**src/rtl/fetch_unit.sv**
```systemverilog
// Instruction-fetch front end: owns the PC, issues in-order imem requests, and
// buffers up to two {pc, instr} pairs for IF/ID, dropping stale responses after a redirect.
module fetch_unit #(
    parameter logic [31:0] RESET_PC = 32'h0000_0000
) (
    input  logic        clk,
    input  logic        reset,
    input  logic        stall,
    input  logic        redirect,
    input  logic [31:0] redirect_pc,
    output logic        imem_req,
    output logic [31:0] imem_addr,
    input  logic        imem_gnt,
    input  logic        imem_rvalid,
    input  logic [31:0] imem_rdata,
    output logic [31:0] pc_o,
    output logic [31:0] pc4_o,
    output logic [31:0] instr_o,
    output logic        instr_valid
);

    localparam logic [31:0] NOP = 32'h0000_0013;

    logic [31:0] fetch_pc_reg, fetch_pc_next;
    logic [1:0]  outst_reg, outst_next;
    logic [1:0]  drop_reg, drop_next;
    logic [1:0]  count_reg, count_next;
    logic        fifo_rd_reg, fifo_rd_next;
    logic        fifo_wr_reg, fifo_wr_next;
    logic        ipc_rd_reg, ipc_rd_next;
    logic        ipc_wr_reg, ipc_wr_next;

    logic [31:0] fifo_pc    [2];
    logic [31:0] fifo_instr [2];
    logic [31:0] ipc_q      [2];

    logic        pop;
    logic        push;
    logic        accept;
    logic [2:0]  credit;
    logic [1:0]  ipc_we;
    logic [1:0]  fifo_we;

    // Credit counts dropped responses too, so the FIFO always has room for every return.
    always_comb begin
        pop      = ~stall & (count_reg != 2'd0) & ~redirect;
        credit   = {1'b0, outst_reg} + {1'b0, count_reg} - {2'b00, pop};
        imem_req = ~redirect & (credit < 3'd2);
        accept   = imem_req & imem_gnt;
        push     = imem_rvalid & ~redirect & (drop_reg == 2'd0);
    end

    generate
        for (genvar gi = 0; gi < 2; gi++) begin : g_we
            assign ipc_we[gi]  = accept & (ipc_wr_reg == 1'(gi));
            assign fifo_we[gi] = push & (fifo_wr_reg == 1'(gi));
        end
    endgenerate

    always_comb begin
        fetch_pc_next = fetch_pc_reg;
        outst_next    = outst_reg;
        drop_next     = drop_reg;
        count_next    = count_reg;
        fifo_rd_next  = fifo_rd_reg;
        fifo_wr_next  = fifo_wr_reg;
        ipc_rd_next   = ipc_rd_reg;
        ipc_wr_next   = ipc_wr_reg;
        if (redirect) begin
            fetch_pc_next = redirect_pc & 32'hFFFF_FFFC;
            outst_next    = outst_reg - {1'b0, imem_rvalid};
            drop_next     = outst_reg - {1'b0, imem_rvalid};
            count_next    = 2'd0;
            fifo_rd_next  = 1'b0;
            fifo_wr_next  = 1'b0;
            ipc_rd_next   = 1'b0;
            ipc_wr_next   = 1'b0;
        end else begin
            if (accept) begin
                fetch_pc_next = fetch_pc_reg + 32'd4;
                ipc_wr_next   = ~ipc_wr_reg;
            end
            outst_next = outst_reg + {1'b0, accept} - {1'b0, imem_rvalid};
            if (imem_rvalid) begin
                if (drop_reg != 2'd0) begin
                    drop_next = drop_reg - 2'd1;
                end else begin
                    ipc_rd_next  = ~ipc_rd_reg;
                    fifo_wr_next = ~fifo_wr_reg;
                end
            end
            if (pop) begin
                fifo_rd_next = ~fifo_rd_reg;
            end
            count_next = count_reg + {1'b0, push} - {1'b0, pop};
        end
    end

    always_ff @(posedge clk or posedge reset) begin
        if (reset) begin
            fetch_pc_reg <= RESET_PC;
            outst_reg    <= 2'd0;
            drop_reg     <= 2'd0;
            count_reg    <= 2'd0;
            fifo_rd_reg  <= 1'b0;
            fifo_wr_reg  <= 1'b0;
            ipc_rd_reg   <= 1'b0;
            ipc_wr_reg   <= 1'b0;
        end else begin
            fetch_pc_reg <= fetch_pc_next;
            outst_reg    <= outst_next;
            drop_reg     <= drop_next;
            count_reg    <= count_next;
            fifo_rd_reg  <= fifo_rd_next;
            fifo_wr_reg  <= fifo_wr_next;
            ipc_rd_reg   <= ipc_rd_next;
            ipc_wr_reg   <= ipc_wr_next;
        end
    end

    // Storage needs no reset: every read is qualified by count or the in-flight order.
    always_ff @(posedge clk) begin
        for (int i = 0; i < 2; i++) begin
            if (ipc_we[i]) begin
                ipc_q[i] <= fetch_pc_reg;
            end
            if (fifo_we[i]) begin
                fifo_pc[i]    <= ipc_q[ipc_rd_reg];
                fifo_instr[i] <= imem_rdata;
            end
        end
    end

    always_comb begin
        imem_addr   = fetch_pc_reg;
        instr_valid = (count_reg != 2'd0);
        pc_o        = instr_valid ? fifo_pc[fifo_rd_reg] : 32'd0;
        instr_o     = instr_valid ? fifo_instr[fifo_rd_reg] : NOP;
        pc4_o       = pc_o + 32'd4;
    end

endmodule

```
**config.mk**
```make
export PLATFORM = sky130hd
export DESIGN_NAME = fetch_unit
export DESIGN_NICKNAME = d
export VERILOG_FILES = /design/src/rtl/fetch_unit.sv
export SDC_FILE = /design/constraint.sdc
export NUM_CORES = 1
export LEC_CHECK = 0
export CAP_MARGIN = 25
export CORE_MARGIN = 1
export CORE_UTILIZATION = 52
export CTS_BUF_LIST = sky130_fd_sc_hd__clkbuf_4 sky130_fd_sc_hd__clkbuf_8 sky130_fd_sc_hd__clkbuf_16
export DETAILED_ROUTE_END_ITERATION = 10
export HOLD_SLACK_MARGIN = 0.1
export MAX_ROUTING_LAYER = met4
export PLACE_DENSITY = 0.92
export SYNTH_ARGS = -nofsm -noshare
export SYNTH_HDL_FRONTEND = slang
export SYNTH_SLANG_ARGS = --single-unit
```
**constraint.sdc**
```tcl
create_clock -name clk -period 6.32 [get_ports clk]
set_clock_uncertainty 0.05 [all_clocks]
set_input_delay 0.632 -clock clk [delete_from_list [all_inputs] [get_ports clk]]
set_output_delay 0.632 -clock clk [all_outputs]
set_load 0.05 [all_outputs]
```
# Yosys cells after proc, flatten, opt, wreduce, memory -nomap -nowiden
# Memories as Yosys holds them, arrays and structs flattened.
# Cells that the tools add are included.
# totals
memories	3
reg_bits	42
inputBits	70
latch_bits	0
romBits	0
mem_bits_rw	192
# classes
bitwise	16
eq_ne	1
magnitude_cmp	1
shifts	0
div_mod_pow	0
reduce_logical	12
n_mul	0
n_addsub	10
mux	36
# mem_list
name	words	width	rd	rd_ports_with_merged_regs	wr	line	source
fifo_instr	2	32	1	0	1	34	logic [31:0] fifo_instr [2];
fifo_pc	2	32	1	0	1	33	logic [31:0] fifo_pc [2];
ipc_q	2	32	1	0	1	35	logic [31:0] ipc_q [2];
# ops
op	count
two-way mux 32 bit	7
OR reduction 32 bit	3
adder 32 x 3 -> 32 bit, second input constant	2
two-way mux 1 bit	24
nonzero test 2 bit	6
bitwise AND 1 bit	10
two-way mux 2 bit	5
inverter 1 bit	6
subtractor 2 x 1 -> 2 bit	3
adder 2 x 1 -> 2 bit	2
AND reduction 2 bit	2
adder 2 x 2 -> 3 bit	1
less-than comparator 3 x 2 -> 1 bit, second input constant	1
subtractor 3 x 1 -> 3 bit	1
logical NOT 2 bit	1
inequality test 2 bit, second input constant	1
subtractor 2 x 1 -> 2 bit, second input constant	1

# Longest topological paths before layout
# Gate-level depths: netlist of run 1.
# logic_depth
ltp_word	12
mapped_depth	19
mapped_depth_nobuf	14

# Least setup slack after synthesis of run 1
# OpenSTA, ideal clock, no wires.
# synth_path
kind	input to register
from	input redirect
to	memory ipc_q[0][10] (enable)
n_path_buf	5
setup_time_ns	0.419
cell_stages	13
arrival_time_ns	4.572
setup_slack_ns	1.279
t_required_ns	5.851
cell_sequence	clkbuf_1 -> clkbuf_1 -> buf_1 -> nor3_1 -> ha_1 -> nand2b_1 -> fa_1 -> xnor2_1 -> nor4bb_1 -> clkbuf_1 -> inv_2 -> clkbuf_1 -> nor2_1
# synth_between
word_cells_on_any_way	15
cone_classes	1 x add/sub; 1 x order compare; 6 x mux; 6 x bitwise; 1 x reduce/logical
# synth_rtl
item	line	source
start: declaration	9	input logic redirect,
inverter 1 bit *	46, 48	
bitwise AND 1 bit	46	pop = ~stall & (count_reg != 2'd0) & ~redirect;
subtractor 3 x 1 -> 3 bit	47	credit = {1'b0, outst_reg} + {1'b0, count_reg} - {2'b00, pop};
less-than comparator 3 x 2 -> 1 bit	48	imem_req = ~redirect & (credit < 3'd2);
bitwise AND 1 bit *	48	
bitwise AND 1 bit *	49	accept = imem_req & imem_gnt;
bitwise AND 1 bit *	55	assign ipc_we[gi] = accept & (ipc_wr_reg == 1'(gi));
named net ipc_we[0]	41	logic [1:0] ipc_we;
two-way mux 1 bit *	124	if (ipc_we[i]) begin
two-way mux 1 bit (implied by the code) *	125	ipc_q[i] <= fetch_pc_reg;
two-way mux 1 bit (no source line) *	n/a	
end: declaration	35	
# The timed path passes the listed nets; every way through them passes the cells marked *.

# Final worst setup path of run 1
# layout_path
from	register fifo_rd_reg
to	output pc4_o[31]
# layout_between
elab_chain_len	3
# layout_lines
item	line	source
start: declaration	28	logic fifo_rd_reg, fifo_rd_next;
start signal: assignment	114	fifo_rd_reg <= fifo_rd_next;
memory read (2 x 32 bit)	n/a	
two-way mux 32 bit	137	pc_o = instr_valid ? fifo_pc[fifo_rd_reg] : 32'd0;
adder 32 x 3 -> 32 bit	139	pc4_o = pc_o + 32'd4;
end: declaration	17	output logic [31:0] pc4_o,
# No other way between the ends.

==> qor.yml, run 1 <==
critical_path:
  critPathLaunchType: "register"
  crit_path_top_delay_cell: "dfrtp_4"
  path_cells: "buf_4, nand3_1, a22oi_2, nand4_2, nor4_2, xor2_1, clkdlybuf4s50_1"
  path_max_fanout: 61
  required_ps: 5640
  crit_type: "register to primary output"
  crit_buf_inv: 2
  max_stage_delay_ps: 980
  cpLargestDelayFamily: "buffers and inverters"
  arrival_ps: 4380
  end_kind: "primary output"
route:
  vias_per_cell: 5.59
  routed_wirelength_um: 22800
  post-route-drc-count: 0
  drt_iter0_markers: 478
  drtPass1Iterations: 4
  antenna_left: 0
  vias: 6839
  wire_per_inst_um: 18.6
global_routing:
  overflow: 0
  grt_pass1_wl_um: 35600
  grt_use_met2_pct: 38.8
  top_usage_layer: "met2"
  grt_max_degree: 63
  antenna_found_initial: 0
  grt_util_met3_pct: 4.62
  grtUsageTotal_pct: 23.5
  grt_pass1_vias: 6681
  grt_use_met1_pct: 30.2
clock_network:
  postCtsHoldBufs: 0
  clockRootBuffer: "clkbuf_16"
  clk_pin_slew_ps: 60
  cts_resized: 0
  clk_path_buf_depth: 3
  cts_tree: "built"
  clock_sinks: 224
  cts.htree.levels: 1
  clk_latency_ps: 510
  cts_buffers: 22
  post-cts-setup-buffers: 0
sta:
  rsz0062_at_grt: "false"
  fin_crit_sh_pct: 80.1
  timing.hold.ws_ps: 483
  max_slew_margin_pct: 39.2
  finalSetupViolations: 0
  setup_tns_ps: 0
  tightest_slew_ps: 910
  slew_viol_final: 0
  hold_viol_final: 0
  finalWorstSetupSlack_ps: 1250
  fmax_mhz: 197
  min_period_ps: 5070
cells_and_area:
  area_growth_pct: 28.8
  diodes: 0
  drive_gt1_share_pct: 11.8
  fin_cells: 1223
  reg_top3: "fifo_instr x64, fifo_pc x60, ipc_q x60"
  final_cell_mix: "190 x clkdlybuf4s50_1, 184 x edfxtp_1, 77 x nor2_1"
  final_area_um2: 13100
  fill_cells: 1288
  regMostFlops: "fifo_instr"
  layout_commonest_cell: "clkdlybuf4s50_1"
  largest_reg_flops: 64
  final_net_count: 1028
placement:
  dpl_cell_area_um2: 12300
  port_buffers: 191
  hpwl_um: 15400
  place_ws_ps: 1780
  placed_cells: 1183
  place.gp.congestion: 0.834
run_status:
  outcome: "finished clean"
yosys:
  postSynthCellCount: 757
  synth.distinct_cells: 58
  async_reset_ff_share_pct: 17.9
  synth_edf_count: 184
  avgSynthCellArea_um2: 13.4
  ys_seq_area_share_pct: 64.3
  syn_area_um2: 10100
  synth-main-ff-cell: "edfxtp_1"
  synth-seq-cells: 224
  yosys_warnings: 0
pwr:
  p_leak_nw: 4.49
  powerDensity_nw_per_um2: 411
  ir_drop_mv: 0.244
hold_path:
  hp-class: "register to register"
die:
  dieArea_um2: 20100
  die_y_um: 142
  ios: 200
  rows: 50
  start_util_pct: 53.7
  core-area_um2: 18900
  die_w_um: 142
run:
  maxCapViolations: 0
worst register-to-register path, cell delays in order (launching register included):
cell and delay (ps):
dfrtp_1 440, nor2_4 710, nor3_1 190, ha_1 330, nand2b_1 170, fa_1 400, xnor2_1 170, nor4bb_2 350
inv_2 310, ha_1 370, inv_1 40, ha_1 190, xnor2_1 130, o21ai_0 180, xnor2_1 150
worst paths after layout:
| check | from | end | slack [ps] | cells past startpoint |
|---|---|---|---|---|
| setup reg to reg | count_reg[1] | outst_reg[1] | 2080 | 14 |
| setup / recovery | fifo_rd_reg | pc4_o[31] | 1250 | 7 |
| max in group asynchronous | reset | fifo_rd_reg | 5290 | 3 |
| min in group asynchronous | reset | outst_reg[1] | 520 | 3 |
| hold / removal | ipc_wr_reg | ipc_wr_reg | 480 | 1 |
| hold reg to reg | ipc_wr_reg | ipc_wr_reg | 480 | 1 |
report_power, final:
part	internal (mW)	switching, mW	total, mW
Sequential	1.84	0.179	2.02
Combinational	0.669	1.32	1.98
Clock	0.826	0.529	1.35
Total	3.34	2.02	5.36
Yosys cell counts, types with 3 or more instances:
library cell	instances	area share [%]
edfxtp_1	184	54
nor2_1	81	3.0
mux2i_1	61	6.0
nand2_1	49	1.8
dfrtp_1	40	9.9
mux2_2	31	3.4
o21ai_0	31	1.5
nand3_1	29	1.4
inv_1	25	0.93
xor2_1	23	2.0
xnor2_1	15	1.3
nand4_1	14	0.86
buf_2	13	0.64
clkbuf_1	12	0.44
a21oi_1	10	0.49
ha_1	10	1.2
nor3_1	10	0.49
buf_4	9	0.67
o311ai_0	9	0.78
nand3b_1	8	0.59
nor4_1	7	0.43
a31oi_1	6	0.37
buf_1	6	0.22
nor2b_1	6	0.37
nor4_2	6	0.74
a221o_1	4	0.39
nand2b_1	4	0.25
o211ai_1	4	0.30
o311ai_1	4	0.35
a211oi_4	3	0.59
and2_1	3	0.19
and3_1	3	0.19
nor2_2	3	0.19
metrics by stage:
stage	utilization [%]	total power, mW
2_1_floorplan	-	3.38
3_3_place_gp	65.0	3.97
3_5_place_dp	65.0	4.02
4_1_cts	69.1	5.39
5_1_grt	69.1	5.57
6_report	69.1	5.36
final cells by class:
cell class                 count  area [um2]  share of cell area, %
timing repair buffer         203        2000                   15.3
sequential                   224        6530                   50.0
clock buffer                  30         629                   4.82
multi-input combinational    470        3340                   25.6
tap                          260         325                   2.49
inverter                      26        97.6                  0.747
clock inverter                10         143                   1.09
logic make-up (layout without fill, tap and decap cells):
family          Yosys count  count (layout)  share of synthesized area, %
other cells               1               6                        0.0370
flops                   224             224                          64.3
fa+ha+maj                11              11                          1.43
compound gates           87              87                          6.28
simple gates            236             236                          11.9
xor+xnor                 38              38                          3.28
mux                      92              92                          9.46
buf+inv                  68             269                          3.24
routing by layer:
metal / routed length, um / part of all wire (%) / up-vias
met3: 1970 / 8.6 / 26
met5: 0 / 0 / -
met1: 9400 / 41 / 3340
met2: 11000 / 48 / 294
met4: 399 / 1.8 / 0
li1: - / - / 3179
No activity file was read; power rests on OpenSTA's default activity.
==> run 2: changes to the inputs <==
--- a/config.mk
+++ b/config.mk
@@ -7,12 +7,12 @@
 export LEC_CHECK = 0
 export CAP_MARGIN = 25
 export CORE_MARGIN = 1
-export CORE_UTILIZATION = 52
+export CORE_UTILIZATION = 47
 export CTS_BUF_LIST = sky130_fd_sc_hd__clkbuf_4 sky130_fd_sc_hd__clkbuf_8 sky130_fd_sc_hd__clkbuf_16
 export DETAILED_ROUTE_END_ITERATION = 10
 export HOLD_SLACK_MARGIN = 0.1
 export MAX_ROUTING_LAYER = met4
-export PLACE_DENSITY = 0.92
+export PLACE_DENSITY = 0.89
 export SYNTH_ARGS = -nofsm -noshare
 export SYNTH_HDL_FRONTEND = slang
 export SYNTH_SLANG_ARGS = --single-unit
==> constraint.sdc (replaced) <==
create_clock -name clk -period 4.58 [get_ports clk]
set_clock_uncertainty 0.05 [all_clocks]
set_input_delay 0.458 -clock clk [delete_from_list [all_inputs] [get_ports clk]]
set_output_delay 0.458 -clock clk [all_outputs]
set_load 0.05 [all_outputs]
==> run 2 against run 1 <==
First-iteration DRC count down 13%. Setup slack got worse by 970 ps. Register-to-register slack worse by 1400 ps. Design area is 0.39% higher. Clock-buffer cell count increased by 1. Critical path type unchanged.
==> qor.yml, run 2 (synthesis results as in run 1) <==
run_status:
  outcome: "finished clean"
critical_path:
  path_max_fanout: 24  # -61%
  worstSetupStartpoint: "count_reg[1]"
  critPathLaunchType: "register"
  ff2ff_setup_slack_ps: 730  # -1350 ps
  crit_type: "register to primary output"
  crit_path_top_delay_cell: "clkdlybuf4s50_1"
  end_kind: "primary output"
  required_ps: 4070  # -1570 ps
  reg2reg_depth: 15  # +1
  r2r_start: "count_reg[1]"
  max_stage_delay_ps: 860  # -120 ps
  path_cells: "nor2_4, nor3_1, ha_1, nand2b_1, fa_1, xnor2_1, nor3b_1, clkdlybuf4s50_1"
  arrival_ps: 3790  # -590 ps
  reg2reg_to: "outst_reg[1]"
placement:
  hpwl_um: 15400  # about the same
  place.gp.congestion: 0.849  # +1.8%
  port_buffers: 191  # unchanged
  place_ws_ps: 662  # -1120 ps
clock_network:
  clock_sinks: 224  # unchanged
  postCtsHoldBufs: 0  # unchanged
  clockRootBuffer: "clkbuf_16"
  clk_path_buf_depth: 3  # unchanged
  cts_tree: "built"
  clk_latency_ps: 510  # about the same
  cts_resized: 0  # unchanged
  cts.htree.levels: 1  # unchanged
  post-cts-setup-buffers: 0  # unchanged
  clk_pin_slew_ps: 60  # about the same
  cts_buffers: 23  # +4.5%
global_routing:
  grt_max_degree: 56  # -11%
  antenna_found_initial: 0  # unchanged
  overflow: 0  # unchanged
  grt_pass1_wl_um: 34900  # -2.2%
  grtUsageTotal_pct: 20.7  # -2.8 points
  grt_pass1_vias: 6605  # -1.1%
sta:
  tightest_slew_ps: 820  # -89.6 ps
  fin_crit_sh_pct: 93.8
  fmax_mhz: 233
  rsz0062_at_grt: "false"
  setup_tns_ps: 0  # unchanged
  finalWorstSetupSlack_ps: 286  # -969 ps
  finalSetupViolations: 0  # unchanged
  timing.hold.ws_ps: 346  # -137 ps
  max_slew_margin_pct: 45.2  # +6.0 points
  min_period_ps: 4290
  hold_viol_final: 0  # unchanged
  slew_viol_final: 0  # unchanged
pwr:
  pwr-share-clk_pct: 25.0  # -0.3 points
  powerDensity_nw_per_um2: 560  # +36%
  swShare_pct: 37.8  # about the same
  power.internal_mw: 4.57  # +37%
  power.net_switching_mw: 2.77  # +37%
  combPwrFrac_pct: 37.5  # +0.5 points
  p_leak_nw: 4.52  # +0.52%
  p_seq_share_pct: 37.5  # -0.2 points
  ir_drop_mv: 0.305  # +25%
cells_and_area:
  final_cell_mix: "190 x clkdlybuf4s50_1, 184 x edfxtp_1, 77 x nor2_1"
  reg_top3: "fifo_instr x64, fifo_pc x60, ipc_q x60"
  diodes: 0  # unchanged
  final_net_count: 1036  # +0.78%
  fill_cells: 1542  # +20%
  area_growth_pct: 29.3
  drive_gt1_share_pct: 12.3  # +0.51 points
  largest_reg_flops: 64  # unchanged
  layout_commonest_cell: "clkdlybuf4s50_1"
  regMostFlops: "fifo_instr"
die:
  die_w_um: 149  # +5.1%
  rows: 53  # +6.0%
  ios: 200  # unchanged
  start_util_pct: 48.1  # -5.6 points
  die_y_um: 149  # +5.1%
  dieArea_um2: 22200  # +10%
  core-area_um2: 21100  # +12%
route:
  vias_per_cell: 5.43  # -3.0%
  wire_per_inst_um: 18.1  # -3.1%
  drtPass1Iterations: 5  # +1
  routed_wirelength_um: 22500  # -1.2%
  vias: 6766  # -1.1%
  antenna_left: 0  # unchanged
  post-route-drc-count: 0  # unchanged
  drt_iter0_markers: 415  # -13%
hold_path:
  hp-class: "input port to asynchronous set/reset pin"
run:
  maxCapViolations: 0  # unchanged
[run 2: changes by cell type in the layout (fill, tap and decap cells not counted), moves of 2 or more]
cell	delta
inv_6	+2
clkbuf_4	+2
clkinv_4	-2
clkbuf_8	-2
clkinv_1	+3
buf_4	+7
[run 2: worst max-delay path: cells and delay by family, from the launching register on]
kind,cells,cell delay [ps]
xor+xnor,1,170
simple gates,4,1120
buf+inv,1,860
fa+ha+maj,2,680
flops,1,440
[run 2: layer usage]
layer	vias up	global-route usage [%]	wire length, um
li1	3187	-	-
met1	3271	27.5	9430
met2	282	33.5	10900
met3	26	3.58	1890
met4	0	4.54	342
met5	-	-	0
[run 2: power by group through the flow]
stage	sequential [mW]	clock [mW]	combinational, mW
6_report	2.76	1.83	2.76
5_1_grt	2.79	1.94	2.91
4_1_cts	2.76	1.87	2.77
3_5_place_dp	2.79	0	2.75
3_3_place_gp	2.77	0	2.70
2_1_floorplan	2.91	0	1.75
[run 2: layout make-up]
cell class                 count  area [um2]  share of cell area, %
timing repair buffer         210        2050                   15.6
tap                          275         344                   2.62
multi-input combinational    470        3340                   25.5
inverter                      26        97.6                  0.744
clock inverter                11         110                  0.840
clock buffer                  31         642                   4.90
sequential                   224        6530                   49.8
[run 2: how the worst max path moves through the flow]
stage          cells after the start  slack, ps      endpoint
2_1_floorplan                     14        120  ipc_q[0][10]
3_3_place_gp                      15        740  outst_reg[1]
3_5_place_dp                      15        660  outst_reg[1]
4_1_cts                            7        260     pc4_o[31]
5_1_grt                            7         80     pc4_o[29]
6_report                           8        290      imem_req
[run 2: per-stage QoR]
| step | std cells | power [mW] | utilization, % | cell area [um2] |
|---|---|---|---|---|
| global route | 1247 | 7.64 | 62.2 | 13100 |
| global placement | 1205 | 5.48 | 58.6 | 12400 |
| CTS | 1247 | 7.40 | 62.2 | 13100 |
| floorplan | 762 | 4.66 | - | 10200 |
| detailed placement | 1205 | 5.54 | 58.6 | 12400 |
| finish | 1247 | 7.35 | 62.2 | 13100 |
